--- src/rtl/frame_update_sequencer.sv ---
// Once-per-frame update sequencer: starts each update stage in turn during vertical
// blanking, waits for its done with a timeout guard, and tracks overruns and errors.
module frame_update_sequencer #(
  parameter int STAGES  = 3,
  parameter int TIMEOUT = 4000,
  parameter int FCW     = 16
) (
  input  logic              clk_i,
  input  logic              rst_i,
  input  logic              frame_tick_i,
  input  logic              pause_i,
  input  logic              clear_err_i,
  input  logic [STAGES-1:0] stage_done_i,
  output logic [STAGES-1:0] stage_start_o,
  output logic              busy_o,
  output logic              frame_done_o,
  output logic [FCW-1:0]    frame_count_o,
  output logic [7:0]        overrun_count_o,
  output logic [STAGES-1:0] timeout_err_o
);
  localparam int TW = (TIMEOUT > 1) ? $clog2(TIMEOUT) : 1;
  localparam int IW = (STAGES > 1) ? $clog2(STAGES) : 1;
  localparam logic [STAGES-1:0] FIRST = STAGES'(1);

  typedef enum logic [1:0] {IDLE, LAUNCH, WAIT, DONE} state_e;

  state_e            state_q;
  logic [IW-1:0]     idx_q;
  logic [TW-1:0]     timer_q;
  logic              pending_q;
  logic [STAGES-1:0] stage_start_q;
  logic [STAGES-1:0] timeout_err_q;
  logic              busy_q;
  logic              frame_done_q;
  logic [FCW-1:0]    frame_count_q;
  logic [7:0]        overrun_q;

  logic          done_hit;
  logic          timed_out;
  logic          last_stage;
  logic          start_ok;
  logic [IW-1:0] idx_d;

  assign done_hit   = stage_done_i[idx_q];
  assign timed_out  = (timer_q == TW'(TIMEOUT - 1));
  assign last_stage = (idx_q == IW'(STAGES - 1));
  assign start_ok   = (frame_tick_i | pending_q) & ~pause_i;
  assign idx_d      = idx_q + IW'(1);

  always_ff @(posedge clk_i or posedge rst_i) begin
    if (rst_i) begin
      state_q       <= IDLE;
      idx_q         <= '0;
      timer_q       <= '0;
      pending_q     <= 1'b0;
      stage_start_q <= '0;
      timeout_err_q <= '0;
      busy_q        <= 1'b0;
      frame_done_q  <= 1'b0;
      frame_count_q <= '0;
      overrun_q     <= '0;
    end else begin
      stage_start_q <= '0;
      frame_done_q  <= 1'b0;
      if (clear_err_i) begin
        timeout_err_q <= '0;
        overrun_q     <= '0;
      end
      // A tick that cannot launch is parked once; any further one is lost and counted.
      if (frame_tick_i && state_q != IDLE) begin
        if (!pending_q) pending_q <= 1'b1;
        else            overrun_q <= (overrun_q == 8'hFF) ? 8'hFF : overrun_q + 8'd1;
      end
      case (state_q)
        IDLE: begin
          if (start_ok) begin
            state_q       <= LAUNCH;
            idx_q         <= '0;
            pending_q     <= 1'b0;
            stage_start_q <= FIRST;
            busy_q        <= 1'b1;
          end
        end
        LAUNCH: begin
          state_q <= WAIT;
          timer_q <= '0;
        end
        WAIT: begin
          // A done on the timeout cycle still counts as a clean completion.
          if (done_hit || timed_out) begin
            if (!done_hit) timeout_err_q[idx_q] <= 1'b1;
            if (last_stage) begin
              state_q <= DONE;
            end else begin
              state_q       <= LAUNCH;
              idx_q         <= idx_d;
              stage_start_q <= FIRST << idx_d;
            end
          end else begin
            timer_q <= timer_q + TW'(1);
          end
        end
        DONE: begin
          state_q       <= IDLE;
          busy_q        <= 1'b0;
          frame_done_q  <= 1'b1;
          frame_count_q <= frame_count_q + FCW'(1);
        end
        default: state_q <= IDLE;
      endcase
    end
  end

  assign stage_start_o   = stage_start_q;
  assign busy_o          = busy_q;
  assign frame_done_o    = frame_done_q;
  assign frame_count_o   = frame_count_q;
  assign overrun_count_o = overrun_q;
  assign timeout_err_o   = timeout_err_q;

endmodule

--- config.mk ---
export PLATFORM = sky130hd
export DESIGN_NAME = frame_update_sequencer
export DESIGN_NICKNAME = d
export VERILOG_FILES = /design/src/rtl/frame_update_sequencer.sv
export SDC_FILE = /design/constraint.sdc
export NUM_CORES = 1
export LEC_CHECK = 0
export ABC_AREA = 1
export BUFFER_PORTS_ARGS = -buffer_cell sky130_fd_sc_hd__buf_2
export CORE_MARGIN = 1.5
export CORE_UTILIZATION = 61
export CTS_CLUSTER_DIAMETER = 30
export DETAILED_ROUTE_END_ITERATION = 10
export PLACE_DENSITY = 0.84
export RECOVER_POWER = 25
export SLEW_MARGIN = 20
export SYNTH_ARGS = -nofsm -noshare
export SYNTH_HDL_FRONTEND = slang
export SYNTH_SLANG_ARGS = --single-unit
export TNS_END_PERCENT = 20
--- constraint.sdc ---
create_clock -name clk_i -period 2.85 [get_ports clk_i]
set_clock_uncertainty 0.2 [all_clocks]
set_input_delay 0 -clock clk_i [delete_from_list [all_inputs] [get_ports clk_i]]
set_output_delay 0 -clock clk_i [all_outputs]
set_load 0.02 [all_outputs]
# [Word-level counts from Yosys, hierarchy flattened]
# Cells that the tools add are included.
[totals] ff_bits=49 input_bits=8 wordCells=75
[classes] addsub=4 order_cmp=2 eq_ne=10 shift=1 mux=32 bitwise_logic=4 reduce_logical=12
[ops] cell="8-bit 2-to-1 mux" count=4
[ops] cell="12-bit case mux with 2 select lines" count=1
[ops] cell="3-bit 2-to-1 mux" count=6
[ops] cell="16-bit by 1-bit adder with 16-bit output, second input constant" count=1
[ops] cell="12-bit by 1-bit adder with 12-bit output, second input constant" count=1
[ops] cell="12-bit == test, second input constant" count=1
[ops] cell="12-bit 2-to-1 mux" count=1
[ops] cell="2-bit 2-to-1 mux" count=6
[ops] cell="8-bit by 1-bit adder with 8-bit output, second input constant" count=1
[ops] cell="8-bit == test, second input constant" count=1
[ops] cell="1-bit 2-to-1 mux" count=8
[ops] cell="2-bit inequality test, second input constant" count=4
[ops] cell="2-bit case mux with 4 select lines" count=1
[ops] cell="2-bit nonzero test" count=4
[ops] cell="2-bit == test, second input constant" count=3
[ops] cell="3-bit case mux with 2 select lines" count=1
[ops] cell="2-bit AND reduction" count=3
[ops] cell="2-bit case mux with 2 select lines" count=1
[ops] cell="4-bit AND reduction" count=1
[ops] cell="2-bit by 3-bit less-than comparator with 1-bit output, second input constant" count=1
[ops] cell="3-bit bitwise OR" count=1
[ops] cell="1-bit by 2-bit << shifter with 3-bit output, first input constant" count=1
[ops] cell="2-bit by 1-bit adder with 2-bit output, second input constant" count=1
[ops] cell="1-bit binary-select mux with 2-bit select" count=1
[ops] cell="10 further kinds" count=11

# [Depth between registers and ports, before layout]
[logic_depth] depth_word=8 mapped_depth=9 ltp_nobuf=9

# [Least setup slack after synthesis]
# No wires, ideal clock.
[synth_timing] path_type="reg2reg" start="reg overrun_q[1], in the netlist overrun_count_o[1]" end="reg overrun_q[5], in the netlist overrun_count_o[5]" arrival_ns=1.334 slack_ns=1.232 stages_incl_launch_ff=8 n_path_buf=0 synth_period_minus_slack_ns=1.618 path_cell_list="dfrtp_1 ha_1 nand2_1 nor2_1 nand4_1 inv_1 a21oi_1 o21ai_0"
[synth_between] elab_chain_cells=4 elab_cells_between_ends=5 classes_between="1 x add/sub; 1 x eq/ne; 3 x mux"
[synth_rtl] element="start, declared" line_no="36" text="logic [7:0] overrun_q;"
[synth_rtl] element="start signal, assigned" line_no="72" text="else overrun_q <= (overrun_q == 8'hFF) ? 8'hFF : overrun_q + 8'd1;"
[synth_rtl] element="8-bit by 1-bit adder with 8-bit output or 8-bit == test (tied branches)" line_no="72"
[synth_rtl] element="8-bit 2-to-1 mux *" line_no="72"
[synth_rtl] element="8-bit 2-to-1 mux *" line_no="71" text="if (!pending_q) pending_q <= 1'b1;"
[synth_rtl] element="8-bit 2-to-1 mux *" line_no="70" text="if (frame_tick_i && state_q != IDLE) begin"
# Every way passes the cells marked *; elsewhere a longest branch is shown, timed or not.
# A chain may end at the register's enable or synchronous reset.

# [Worst setup path in the final report]
[layout_timing] start="reg state_q[0]" end="reg timer_q[4]"
[layout_between] elab_chain_cells=3 elab_cells_between_ends=6 classes_between="3 x eq/ne; 1 x mux; 2 x reduce/logical"
[layout_rtl] element="start, declared" line_no="27" text="state_e state_q;"
[layout_rtl] element="start signal, assigned" line_no="52" text="state_q <= IDLE;"
[layout_rtl] element="start signal, assigned" line_no="77" text="state_q <= LAUNCH;"
[layout_rtl] element="start signal, assigned" line_no="85" text="state_q <= WAIT;"
[layout_rtl] element="2-bit == test or 2-bit by 1-bit == test with 1-bit output (tied branches)" line_no="74" text="case (state_q)"
[layout_rtl] element="2-bit inequality test (no source line) or 2-bit nonzero test (tied branches)"
[layout_rtl] element="2-bit AND reduction (no source line)"
[layout_rtl] element="end signal, assigned" line_no="100" text="timer_q <= timer_q + TW'(1);"
[layout_rtl] element="end, declared" line_no="29" text="logic [TW-1:0] timer_q;"
# Parallel ways exist; a longest one is shown, timed or not.

==> flow_summary.ini <==
[global_routing]
grt_busiest_layer = met2
use_met1_pct = 28.9
grt_use_met3_pct = 4.55
grt_max_degree = 50
grt_util_all_layers_pct = 23.9
use_met2_pct = 43.4
grt_pass1_wl_um = 8490
overflow = 0
antenna_found_initial = 0
grt_pass1_vias = 2000

[drt]
wl_per_cell_um = 12.2
postRouteAntennaNets = 0
avgViaCountPerCell = 5.23
drtPass1Iterations = 4
num_vias = 2268
drc_errors = 0
wl_um = 5290
drt_iter0_drc = 158

[setup_path]
criticalPathCategory = register to register
cp-end-kind = register
critPathRequiredTime_ns = 2.85
ff2ff_path_depth = 8
regToRegSetupSlack_ns = 0.84
start_kind = register
worst_ep_arrival_time_ns = 2.01
crit_fanout = 12

[pwr]
total_leakage_power_nw = 1.54
pwr-share-comb_pct = 32.1
pwr-share-clk_pct = 23.6
seq_power_share_pct = 44.2
power.internal_w = 0.00126
switching_share_pct = 40.2
vdd_drop_max_mv = 0.541
netSwitchingPower_w = 0.000847
powerDensity_nw_per_um2 = 698

[placed_design]
dp_slack_ns = 0.848
dpl.hpwl_um = 3790
port_buffers = 39
place_congestion = 0.883
post-place-cells = 421

[layout]
final_common_cell = nand2_1
drive_gt1_share_pct = 7.81
final_cell_mix = nand2_1, dfrtp_1, inv_1
antenna_cells = 0
post-route-util_pct = 73.9
synthToLayoutAreaGrowth_pct = 13.8
final_cells = 434
final_nets = 399

[sta]
hold_viol = 0
finalCritPeriodShare_pct = 70.6
relSlewSlack_pct = 46.4
rsz0062_at_grt = no
tightest_slew_ns = 0.802
max_freq_mhz = 497
min_period_ns = 2.01
setup_viol = 0
finalMaxSlewViolations = 0
hold_slack_ns = 0.0110
setup_ws_ns = 0.838
tns_ns = 0

[clock_tree]
cts_tree = built
cts_buffers = 5
cts_sinks = 49
h-tree-depth = 2
clock_latency_ns = 0.30
cts_buffer_depth = 2
post_cts_resized = 0
cts_root_buffer = clkbuf_8
cts_setup_buffers = 0
clk_pin_slew_ns = 0.09

[floorplan]
coreArea_um2 = 4090
num_rows = 23
start_util_pct = 65.0
die-area_um2 = 4760
die_h_um = 69.0
top_level_ports = 40
die_w_um = 69.0

[synthesis]
async_flop_share_pct = 100
synth_edf_count = 0
synth_fp_nets = 350
ys_seq_elements = 49
postSynthCellCount = 334
synth_top_area_cell = dfrtp_1
netlist_area_um2 = 2660
synth_flop_cell = dfrtp_1
ys_types = 24
synth_top_area_share_pct = 46.2
ys_warn_count = 0
yosysSeqAreaShare_pct = 46.2
avgSynthCellArea_um2 = 7.95
netlist_top_cells_area = dfrtp_1, nand2_1, nand3_1, inv_1, nor2_1

[run_status]
status = finished clean

[flow_run]
drv_cap = 0

[hold_path]
min_path_cells = 6
hold_class = primary input to register
sequential cells by signal (all words and copies together), names as in the netlist, 2 cells and up:
register	flops
state_q	2
stage_start_o	3
idx_q	2
timer_q	12
timeout_err_o	3
overrun_count_o	8
frame_count_o	16
synth_stat cells, types with 2 or more instances:
| cell | number |
|---|---|
| inv_1 | 42 |
| a21oi_1 | 3 |
| nor2_1 | 36 |
| xor2_1 | 14 |
| xnor2_1 | 5 |
| nand2_4 | 2 |
| nand2_1 | 94 |
| nand3b_1 | 2 |
| o21ai_0 | 17 |
| o21bai_1 | 2 |
| nand4_1 | 11 |
| nor2_4 | 4 |
| ha_1 | 8 |
| nand2_2 | 3 |
| nor3_1 | 2 |
| dfrtp_1 | 49 |
| nand3_1 | 33 |
layer usage:
layer  routed length, µm  up-vias
met3                 177        8
met4                  77        0
li1                    -     1153
met5                   0        -
met1                2390     1063
met2                2640       44
cells by family (layout without fill, tap and decap cells):
kind of cell | after synthesis | after routing | share of synthesized area [%]
AND/OR/NAND/NOR | 190 | 190 | 32.6
adder cells (fa/ha/maj) | 8 | 8 | 3.77
AO/OA/AOI/OAI | 23 | 23 | 4.62
flip-flops | 49 | 49 | 46.2
XOR/XNOR | 19 | 19 | 6.27
buffers and inverters | 45 | 95 | 6.55
power groups by stage:
stage                     Clock, W  Combinational, W  Sequential (W)
after floorplan                  0          0.000410         0.00102
after global placement           0          0.000658        0.000940
after detailed placement         0          0.000682        0.000947
after CTS                 0.000505          0.000702        0.000933
after global routing      0.000528          0.000767        0.000950
final                     0.000499          0.000678        0.000933
worst paths after layout:
| path | start | to |
|---|---|---|
| max in group asynchronous | rst_i | timeout_err_o[2] |
| max reg2reg | state_q[0] | timer_q[4] |
| min | stage_done_i[1] | timeout_err_o[2] |
| min in group asynchronous | rst_i | frame_count_o[6] |
| max | state_q[0] | timer_q[4] |
| min reg2reg | frame_count_o[15] | frame_count_o[15] |
area by class of cell:
type | instances | area [µm²]
multi-input combinational | 240 | 1250
sequential | 49 | 1230
clock inverter | 3 | 46.3
tap | 50 | 62.6
inverter | 43 | 163
clock buffer | 5 | 68.8
fill | 328 | 1060
timing repair buffer | 44 | 208
stage by stage:
stage	power, W	instance area (µm²)
2_1_floorplan	0.00143	2660
3_3_place_gp	0.00160	2900
3_5_place_dp	0.00163	2900
4_1_cts	0.00214	3070
5_1_grt	0.00225	3020
6_report	0.00211	3020
repair_timing:
item,CTS,global route
endpoints found under the hold margin,64,0
endpoints found under the setup margin,0,0
hold buffers,5,0
critical path: stages, from the launching register on:
cell and delay [ns]:
dfrtp_1 0.44, inv_1 0.09, nand2_2 0.11, inv_1 0.31, nand3_2 0.28, nand2_2 0.25
inv_1 0.10, nand2_1 0.07, nand2_1 0.06
(Power assumes the default switching activity.)
